==> config.mk <==
export PLATFORM = sky130hd
export DESIGN_NAME = prefetch_queue
export DESIGN_NICKNAME = d
export VERILOG_FILES = /design/src/rtl/prefetch_queue.sv
export SDC_FILE = /design/constraint.sdc
export NUM_CORES = 1
export LEC_CHECK = 0
export ABC_AREA = 0
export CAP_MARGIN = 20
export CORE_ASPECT_RATIO = 0.9
export CORE_MARGIN = 8
export CORE_UTILIZATION = 47
export CTS_BUF_LIST = sky130_fd_sc_hd__clkbuf_2
export CTS_CLUSTER_DIAMETER = 60
export DETAILED_ROUTE_END_ITERATION = 16
export PLACE_DENSITY = 0.79
export SLEW_MARGIN = 30
export SYNTH_ARGS = -nofsm -noshare
export SYNTH_HDL_FRONTEND = slang
export SYNTH_SLANG_ARGS = --single-unit
==> constraint.sdc <==
create_clock -name clk -period 4.5 [get_ports clk]
set_input_delay 0.9 -clock clk [delete_from_list [all_inputs] [get_ports clk]]
set_output_delay 0.9 -clock clk [all_outputs]
set_load 0.05 [all_outputs]
==> src/rtl/prefetch_queue.sv <==
// prefetch_queue
// Instruction prefetch buffer sitting between a combinational instruction ROM
// and the fetch stage. It owns the fetch PC and reads the ROM every cycle it
// has space. Each read is queued as a (pc, instr) pair in a small circular
// FIFO. The fetch stage drains the FIFO through a valid/ready handshake. A
// branch redirect flushes the queue and restarts prefetch at the target.
//
// Ports:
//   clk            system clock, rising edge
//   rst_n          asynchronous active-low reset
//   rom_addr       ROM word address (the fetch PC, combinational)
//   rom_data       ROM read data for rom_addr, same cycle
//   redirect_valid branch taken, from execute
//   redirect_pc    branch target, from execute
//   out_valid      head entry valid
//   out_pc         PC of the head entry
//   out_instr      instruction of the head entry
//   out_ready      fetch stage accepts the head entry
//   level          number of occupied entries
module prefetch_queue #(
  parameter int          DEPTH    = 4,
  parameter logic [15:0] PC_RESET = 16'h0000
) (
  input  logic                     clk,
  input  logic                     rst_n,
  output logic [15:0]              rom_addr,
  input  logic [15:0]              rom_data,
  input  logic                     redirect_valid,
  input  logic [15:0]              redirect_pc,
  output logic                     out_valid,
  output logic [15:0]              out_pc,
  output logic [15:0]              out_instr,
  input  logic                     out_ready,
  output logic [$clog2(DEPTH):0]   level
);

  localparam int AW = $clog2(DEPTH);
  localparam int LW = AW + 1;

  logic [15:0]   pc_reg;
  logic [AW-1:0] rd_ptr_reg;
  logic [AW-1:0] wr_ptr_reg;
  logic [LW-1:0] level_reg;

  logic [15:0]   pc_mem    [DEPTH];
  logic [15:0]   instr_mem [DEPTH];

  logic pop;
  logic push;

  // A redirect wins over everything: the head is not consumed and nothing is
  // written during the flush cycle.
  assign pop  = (level_reg != '0) & out_ready & ~redirect_valid;
  assign push = ~redirect_valid & ((level_reg < LW'(DEPTH)) | pop);

  assign rom_addr  = pc_reg;
  assign out_valid = (level_reg != '0);
  assign level     = level_reg;
  // Head is read straight from storage so a pop exposes the new head at once.
  assign out_pc    = pc_mem[rd_ptr_reg];
  assign out_instr = instr_mem[rd_ptr_reg];

  always_ff @(posedge clk or negedge rst_n) begin
    if (!rst_n) begin
      pc_reg     <= PC_RESET;
      rd_ptr_reg <= '0;
      wr_ptr_reg <= '0;
      level_reg  <= '0;
    end else if (redirect_valid) begin
      pc_reg     <= redirect_pc;
      rd_ptr_reg <= '0;
      wr_ptr_reg <= '0;
      level_reg  <= '0;
    end else begin
      if (push) begin
        pc_reg     <= pc_reg + 16'd1;  // wraps FFFF -> 0000 naturally
        wr_ptr_reg <= wr_ptr_reg + AW'(1);
      end
      if (pop) begin
        rd_ptr_reg <= rd_ptr_reg + AW'(1);
      end
      if (push && !pop) begin
        level_reg <= level_reg + LW'(1);
      end else if (pop && !push) begin
        level_reg <= level_reg - LW'(1);
      end
    end
  end

  // Storage entries are cleared on reset so the head reads as zero while the
  // queue has never been written.
  generate
    for (genvar gi = 0; gi < DEPTH; gi++) begin : g_entry
      always_ff @(posedge clk or negedge rst_n) begin
        if (!rst_n) begin
          pc_mem[gi]    <= 16'h0000;
          instr_mem[gi] <= 16'h0000;
        end else if (push && (wr_ptr_reg == AW'(gi))) begin
          pc_mem[gi]    <= pc_reg;
          instr_mem[gi] <= rom_data;
        end
      end
    end
  endgenerate

endmodule
* Word level (Yosys, flattened, before mapping)
Cells that the tools add are included.
** Operators by class
- Add/sub/neg operators :: 5
- Order comparisons :: 2
- Equal/unequal tests :: 3
- Mux-type cells :: 15
- Bitwise logic cells :: 6
- Reductions and logical operators :: 13
** Operator list (number)
- $mux W16 :: 6
- $bmux W16 S2 :: 2
- $add A16 B1 Y16 const B :: 1
- $mux W3 :: 3
- $mux W2 :: 4
- $logic_and A1 B1 Y1 :: 6
- $reduce_bool A3 Y1 :: 2
- $add A2 B1 Y2 const B :: 2
- $eq A2 B2 Y1 const B :: 2
- $reduce_bool A2 Y1 :: 2
- $add A3 B1 Y3 const B :: 1
- $and A1 B1 Y1 :: 3
- $ge A3 B3 Y1 const B :: 1
- $lt A3 B3 Y1 const B :: 1
- $not A2 Y3 :: 1
- $sub A3 B1 Y3 const B :: 1
- $eq A2 B1 Y1 const B :: 1
- $logic_not A1 Y1 :: 2
- $logic_not A2 Y1 :: 1
- $not A1 Y1 :: 1
- $or A1 B1 Y1 :: 1
** Word-level totals
- Flip-flop bits (word level) :: 151
- Bits of input ports :: 36

* Logic depth before layout (Yosys ltp)
Gate-level depths: netlist of the first run.
- Depth after elaboration :: 10
- Gate-level depth with buffers :: 7

* Least setup slack after synthesis of the first run
Ideal clock, no wire load.
- Kind :: reg-to-output
- Start point :: register rd_ptr_reg[0]
- End point :: output port out_instr[0]
- Data arrival time :: 1.901 ns
- Required time :: 3.600 ns
- Path slack :: 1.699 ns
- Stages on the path, launching flop included :: 4
- Buffers on the path :: 2
- Path through :: dfrtp_1 > clkbuf_1 > buf_1 > mux4_2
** Between the ends
- Longest elaborated chain between the ends :: 4
** RTL lines
- from (decl) :: RTL line 41 : logic [AW-1:0] rd_ptr_reg;
- from (signal assigned) :: RTL line 80 : rd_ptr_reg <= rd_ptr_reg + AW'(1);
- $not A2 Y3 (not written as such) :: RTL line 61 : assign out_instr = instr_mem[rd_ptr_reg];
- $bmux W16 S2 :: RTL line 61
- $mux W16 (not written as such) (2 in a row) :: RTL line 61
- to (decl) :: RTL line 32 : output logic [15:0] out_instr,
No other way between the ends. The select of a mux whose other input is x is not followed.

* Worst setup path in the final report of the first run
- Start point :: register rd_ptr_reg[0]
- End point :: output port out_pc[8]
** Between the ends
- Longest elaborated chain between the ends :: 4
** RTL lines
- $not A2 Y3 (not written as such) :: RTL line 60 : assign out_pc = pc_mem[rd_ptr_reg];
- $bmux W16 S2 :: RTL line 60
- $mux W16 (not written as such) (2 in a row) :: RTL line 60
- to (decl) :: RTL line 31 : output logic [15:0] out_pc,
No other way between the ends. The select of a mux whose other input is x is not followed.

==> results of run 1 <==
==> metal layers <==
| metal | up-vias | wire (µm) | global-route usage (%) | share of wire, % |
|---|---|---|---|---|
| met4 | 0 | 277 | 6.24 | 1.9 |
| li1 | 1890 | - | - | - |
| met5 | - | 0 | 0 | 0 |
| met1 | 2194 | 6100 | 19.5 | 42 |
| met2 | 89 | 7580 | 28.6 | 52 |
| met3 | 21 | 708 | 5.66 | 4.8 |
==> Yosys cell counts (4+ instances only) <==
library cell	count	area share (%)
a211oi_1	4	0.44
a21oi_1	5	0.37
buf_1	15	0.83
clkbuf_1	12	0.66
dfrtp_1	151	55
ha_1	5	0.92
inv_1	10	0.55
mux2_2	128	21
mux4_2	32	11
nand2_1	24	1.3
nand3_1	7	0.51
nor2_1	12	0.66
o21ai_0	14	1.0
xnor2_1	8	1.0
==> power by group through the flow <==
| stage | Combinational (mW) | Clock [mW] | Sequential [mW] |
|---|---|---|---|
| after floorplan | 2.13 | 0 | 2.29 |
| after global placement | 2.90 | 0 | 2.32 |
| after detailed placement | 2.96 | 0 | 2.39 |
| after CTS | 2.97 | 0.783 | 2.35 |
| after global routing | 3.09 | 0.837 | 2.44 |
| final | 2.93 | 0.756 | 2.35 |
==> placed cells by master, fill, tap and decap left out, types with 3 or more instances in the layout <==
master,count
dfrtp_1,149
mux2_2,128
clkdlybuf4s50_1,86
mux4_2,32
nand2_1,20
clkbuf_2,19
o21ai_0,14
nor2_1,12
inv_1,10
xnor2_1,8
nand3_1,7
clkinv_2,6
diode_2,5
a21oi_1,5
ha_1,5
buf_4,5
nand2_2,4
a211oi_1,4
o31a_1,3
or3_1,3
nand2b_1,3
mux2i_1,3
a31oi_1,3
bufinv_16,3
==> final cells by class <==
class	count	share of cell area (%)
Antenna cell	5	0.154
Clock buffer	19	1.17
Clock inverter	12	1.66
Inverter	10	0.462
Multi-Input combinational cell	274	35.4
Sequential cell	151	46.5
Tap cell	193	2.97
Timing Repair Buffer	94	11.7
==> through the flow <==
step	cells	hold WS, ns
final	758	0.524
after global routing	758	0.544
after CTS	751	0.288
after detailed placement	720	0.488
after global placement	720	0.482
after floorplan	467	0.474
==> cells by family (layout without fill, tap and decap cells) <==
group           count (synthesis)  in the layout  synth area share [%]
buf+inv                        42            135                  2.41
mux                           163            163                  32.2
simple gates                   60             60                  4.15
flops                         151            151                  55.5
fa+ha+maj                       6              6                  1.21
xor+xnor                       10             10                  1.29
other cells                     0              5                     0
compound gates                 35             35                  3.31
==> final timing paths <==
check,from,to,slack (ns)
setup / recovery,rd_ptr_reg[0],out_pc[8],0.57
hold / removal,instr_mem[22],instr_mem[22],0.52
setup reg to reg,level[2],instr_mem[31],1.99
hold reg to reg,instr_mem[22],instr_mem[22],0.52
max in group asynchronous,rst_n,instr_mem[45],3.17
min in group asynchronous,rst_n,pc_mem[61],0.65
==> impl_metrics.csv, run 1 <==
group,metric,value,unit
critical_path,cp-start-kind,"flop",
yosys,synthFlopType,"dfrtp_1",
floorplanning,fp.dieH,130,µm
power,p_seq_share,39.0,%
critical_path,end_kind,"primary output",
drt,drt_pass1_iterations,7,
critical_path,critical_path_depth,3,
drt,first_iter_violations,286,
timing,finalSetupViolCount,0,
grt,grt_max_degree,116,
timing,fin_setup_tns,0,ns
yosys,synthCells,467,
grt,grt_pass1_wl,23800,µm
power,switching_power,2.42,mW
hold_path,hold_depth,1,
grt,grt_pass1_vias,4517,
critical_path,worstPathMaxFanout,12,
yosys,yosys.cell_types.count,35,
drt,routed_via_density,5.53,
clock_network,post-cts-setup-buffer-count,0,
outcome,status,"finished, final reports clean",
clock_network,cts_buffers,17,
final_layout,final_cell_area,8130,µm²
timing,max_freq,0.255,GHz
place,port-buffer-count,87,
drt,ant_nets,0,
yosys,yosys_warnings,0,
timing,tightest_slew,1.00,ns
power,switching_share,40.1,%
place,post-place-ws,1.22,ns
critical_path,rr_worst_depth,4,
final_layout,area_delta_synth_final,19.4,%
floorplanning,core-area,14100,µm²
timing,grt_setup_unrepaired,"no",
floorplanning,start_util,48.3,%
critical_path,worstPathArrival,3.03,ns
yosys,synth_seq_cells,151,
power,pwr-share-clk,12.5,%
place,hpwlAfterDp,9740,µm
critical_path,cpPeakStageDelay,0.73,ns
timing,period_share,87.3,%
clock_network,ctsHtreeMaxLevel,4,
yosys,synth_async_sr_flop_share,100,%
timing,final-max-slew-violation-count,0,
place,place_congestion,0.734,
yosys,syn-num-nets,509,
run,maxCapViolCount,0,
drt,vias,4194,
yosys,synth-edff-count,0,
final_layout,post-route-util,57.6,%
final_layout,nets,590,
grt,grt_use_total,16.8,%
clock_network,cts.clk_slew.worst_paths,0.18,ns
floorplanning,num_rows,41,
final_layout,nFillCells,1103,
timing,fin_crit,3.93,ns
critical_path,cpMaxStageDelayCell,"clkdlybuf4s50_1",
hold_path,hold_path.class,"flop to flop",
floorplanning,dieArea,18600,µm²
clock_network,cts_sinks,151,
power,vdd_ir_drop_max,0.570,mV
floorplanning,die_w,143,µm
timing,finClkSkew,0.0250,ns
clock_network,cts_buffer_depth,2,
timing,fin_ws,0.572,ns
critical_path,critPathKind,"flop to primary output",
final_layout,drive_gt1_share,36.4,%
critical_path,required,3.60,ns
power,p_int,3.61,mW
drt,wl_per_cell,19.4,µm
drt,routed_wl,14700,µm
yosys,ys_seq_area_share,55.5,%
place,dpl-instance-area,7850,µm²
clock_network,holdBufCountCts,0,
clock_network,root_buffer,"clkbuf_2",
yosys,netlist_area,6810,µm²
grt,grt_overflow,0,
power,p_per_area,742,nW/µm²
final_layout,seqCellArea,3780,µm²
timing,slew_headroom,33.2,%
yosys,syn_area_per_cell,14.6,µm²
critical_path,crit_buf_inv,2,
power,finalPower,6.04,mW
floorplanning,ios,88,
clock_network,cts_tree,"yes",
power,p_comb_share,48.5,%
timing,hold_viol,0,
drt,drc,0,
clock_network,clk-insertion-delay-late,0.71,ns
final_layout,multi_input_area,2880,µm²
grt,antenna_found_initial,1,
clock_network,ctsResizeCount,0,
critical_path,crit_family,"buffers and inverters",
critical_path,cp_cell_sequence,"buf_4 -> mux4_2 -> clkdlybuf4s50_1",
power,leakagePower,3.36,nW
Power figures use the tool's default switching activity.
==> run 2: changes to the inputs <==
--- a/config.mk
+++ b/config.mk
@@ -9,11 +9,12 @@
 export CAP_MARGIN = 20
 export CORE_ASPECT_RATIO = 0.9
 export CORE_MARGIN = 8
-export CORE_UTILIZATION = 47
+export CORE_UTILIZATION = 50
 export CTS_BUF_LIST = sky130_fd_sc_hd__clkbuf_2
 export CTS_CLUSTER_DIAMETER = 60
 export DETAILED_ROUTE_END_ITERATION = 16
-export PLACE_DENSITY = 0.79
+export PLACE_DENSITY = 0.82
+export SKIP_CTS_REPAIR_TIMING = 1
 export SLEW_MARGIN = 30
 export SYNTH_ARGS = -nofsm -noshare
 export SYNTH_HDL_FRONTEND = slang
==> constraint.sdc (replaced) <==
create_clock -name clk -period 5.07 [get_ports clk]
set_input_delay 1.014 -clock clk [delete_from_list [all_inputs] [get_ports clk]]
set_output_delay 1.014 -clock clk [all_outputs]
set_load 0.05 [all_outputs]
==> impl_metrics.csv, run 2 (same netlist as run 1, synthesis figures left out) <==
group,metric,value,unit
timing,finClkSkew,0.0228,ns
floorplanning,die_w,139,µm
final_layout,final_cell_mix,"dfrtp_1, mux2_2, clkdlybuf4s50_1, mux4_2, nand2_1",
place,port-buffer-count,87,
clock_network,cts_buffer_depth,2,
critical_path,worstPathMaxFanout,22,
grt,antenna_found_initial,1,
clock_network,root_buffer,"clkbuf_2",
critical_path,crit_family,"buffers and inverters",
critical_path,cp-start-kind,"flop",
final_layout,area_delta_synth_final,17.6,%
floorplanning,dieArea,17600,µm²
grt,grt_max_degree,118,
final_layout,nets,586,
grt,grt_overflow,0,
drt,vias,4152,
run,maxCapViolCount,0,
hold_path,hold_path.class,"input port to async pin",
power,vdd_ir_drop_max,0.396,mV
final_layout,final_cell_area,8010,µm²
grt,met1_usage,20.0,%
floorplanning,fp.dieH,127,µm
critical_path,end_kind,"primary output",
floorplanning,num_rows,40,
timing,period_share,84.5,%
timing,finalSetupViolCount,0,
grt,use_met2,28.6,%
drt,routed_wl,14200,µm
floorplanning,start_util,51.2,%
outcome,status,"finished, final reports clean",
drt,ant_nets,0,
clock_network,cts_tree,"yes",
timing,max_freq,0.234,GHz
grt,grt.busiest_layer,"met2",
timing,grt_setup_unrepaired,"no",
grt,grt_pass1_wl,23400,µm
timing,fin_crit,4.28,ns
clock_network,cts_buffers,17,
drt,routed_via_density,5.72,
floorplanning,ios,88,
timing,slew_headroom,34.8,%
drt,first_iter_violations,225,
timing,final-max-slew-violation-count,0,
timing,whs,0.357,ns
critical_path,cpMaxStageDelayCell,"dfrtp_2",
critical_path,crit_buf_inv,2,
critical_path,cpPeakStageDelay,0.90,ns
final_layout,seqCellArea,3780,µm²
place,place_congestion,0.722,
drt,drc,0,
final_layout,drive_gt1_share,36.3,%
timing,fin_setup_tns,0,ns
clock_network,clk-insertion-delay-late,0.69,ns
critical_path,cp_cell_sequence,"buf_4 -> mux4_2 -> clkdlybuf4s50_1",
final_layout,final_common_cell,"dfrtp_1",
final_layout,multi_input_area,2880,µm²
final_layout,nFillCells,1022,
power,leakagePower,3.30,nW
clock_network,cts.clk_slew.worst_paths,0.20,ns
timing,hold_viol,0,
critical_path,critPathKind,"flop to primary output",
clock_network,cts_sinks,151,
floorplanning,core-area,13300,µm²
grt,grt_pass1_vias,4540,
power,p_per_area,655,nW/µm²
critical_path,worstPathArrival,3.27,ns
grt,grt_use_total,16.9,%
grt,grt_use_met3,5.70,%
drt,drt_pass1_iterations,4,
timing,tightest_slew,0.975,ns
critical_path,required,4.06,ns
clock_network,ctsHtreeMaxLevel,4,
place,hpwlAfterDp,9210,µm
drt,wl_per_cell,19.6,µm
place,dpl-instance-area,7800,µm²
## run 2: changes by cell type in the layout (fill, tap and decap cells not counted)
cell,previous run,this run
dlygate4sd3_1,1,0
clkinvlp_4,1,5
buf_4,5,3
buf_8,0,1
buf_16,1,0
bufinv_16,3,1
clkbuf_8,1,0
diode_2,5,1
clkbuf_2,19,17
clkinv_4,0,1
## run 2: layout make-up
type,instances,area share (%)
diodes,1,0.0312
clock buffers,17,1.06
clock inverters,15,1.42
inverters,10,0.469
multi-input cells,274,36.0
flip-flops and latches,151,47.2
well taps,168,2.62
repair buffers,90,11.2
## run 2: metal layers
layer	vias up	part of all wire [%]
li1	1864	-
met1	2183	42
met2	91	51
met3	14	5.4
met4	0	1.3
met5	-	0
## run 2: metrics by stage
stage | utilization, % | setup slack [ns] | power [mW] | cells
final | 60.2 | 0.788 | 5.25 | 726
after global routing | 60.2 | 0.490 | 5.54 | 726
after CTS | 60.1 | 0.583 | 5.31 | 725
after detailed placement | 58.6 | 1.46 | 4.72 | 693
after global placement | 58.6 | 1.48 | 4.62 | 693
after floorplan | - | 2.16 | 3.93 | 467
## run 2: path summary, 6_finish.rpt
check                                   start       endpoint  slack (ns)  depth (start not counted)
worst max-delay path            rd_ptr_reg[0]   out_instr[4]        0.79                          3
worst min-delay path                    rst_n   rom_addr[14]        0.36                          1
worst max register to register       level[2]  instr_mem[18]        2.45                          4
worst min register to register      pc_mem[5]      pc_mem[5]        0.53                          1
max in group asynchronous               rst_n    rom_addr[3]        3.68                          2
min in group clk                    pc_mem[5]      pc_mem[5]        0.53                          1
## run 2: power breakdown
| part | switching (mW) | internal (mW) |
|---|---|---|
| clock network | 0.419 | 0.167 |
| registers | 0.374 | 1.73 |
| logic | 1.36 | 1.20 |
| total | 2.15 | 3.10 |
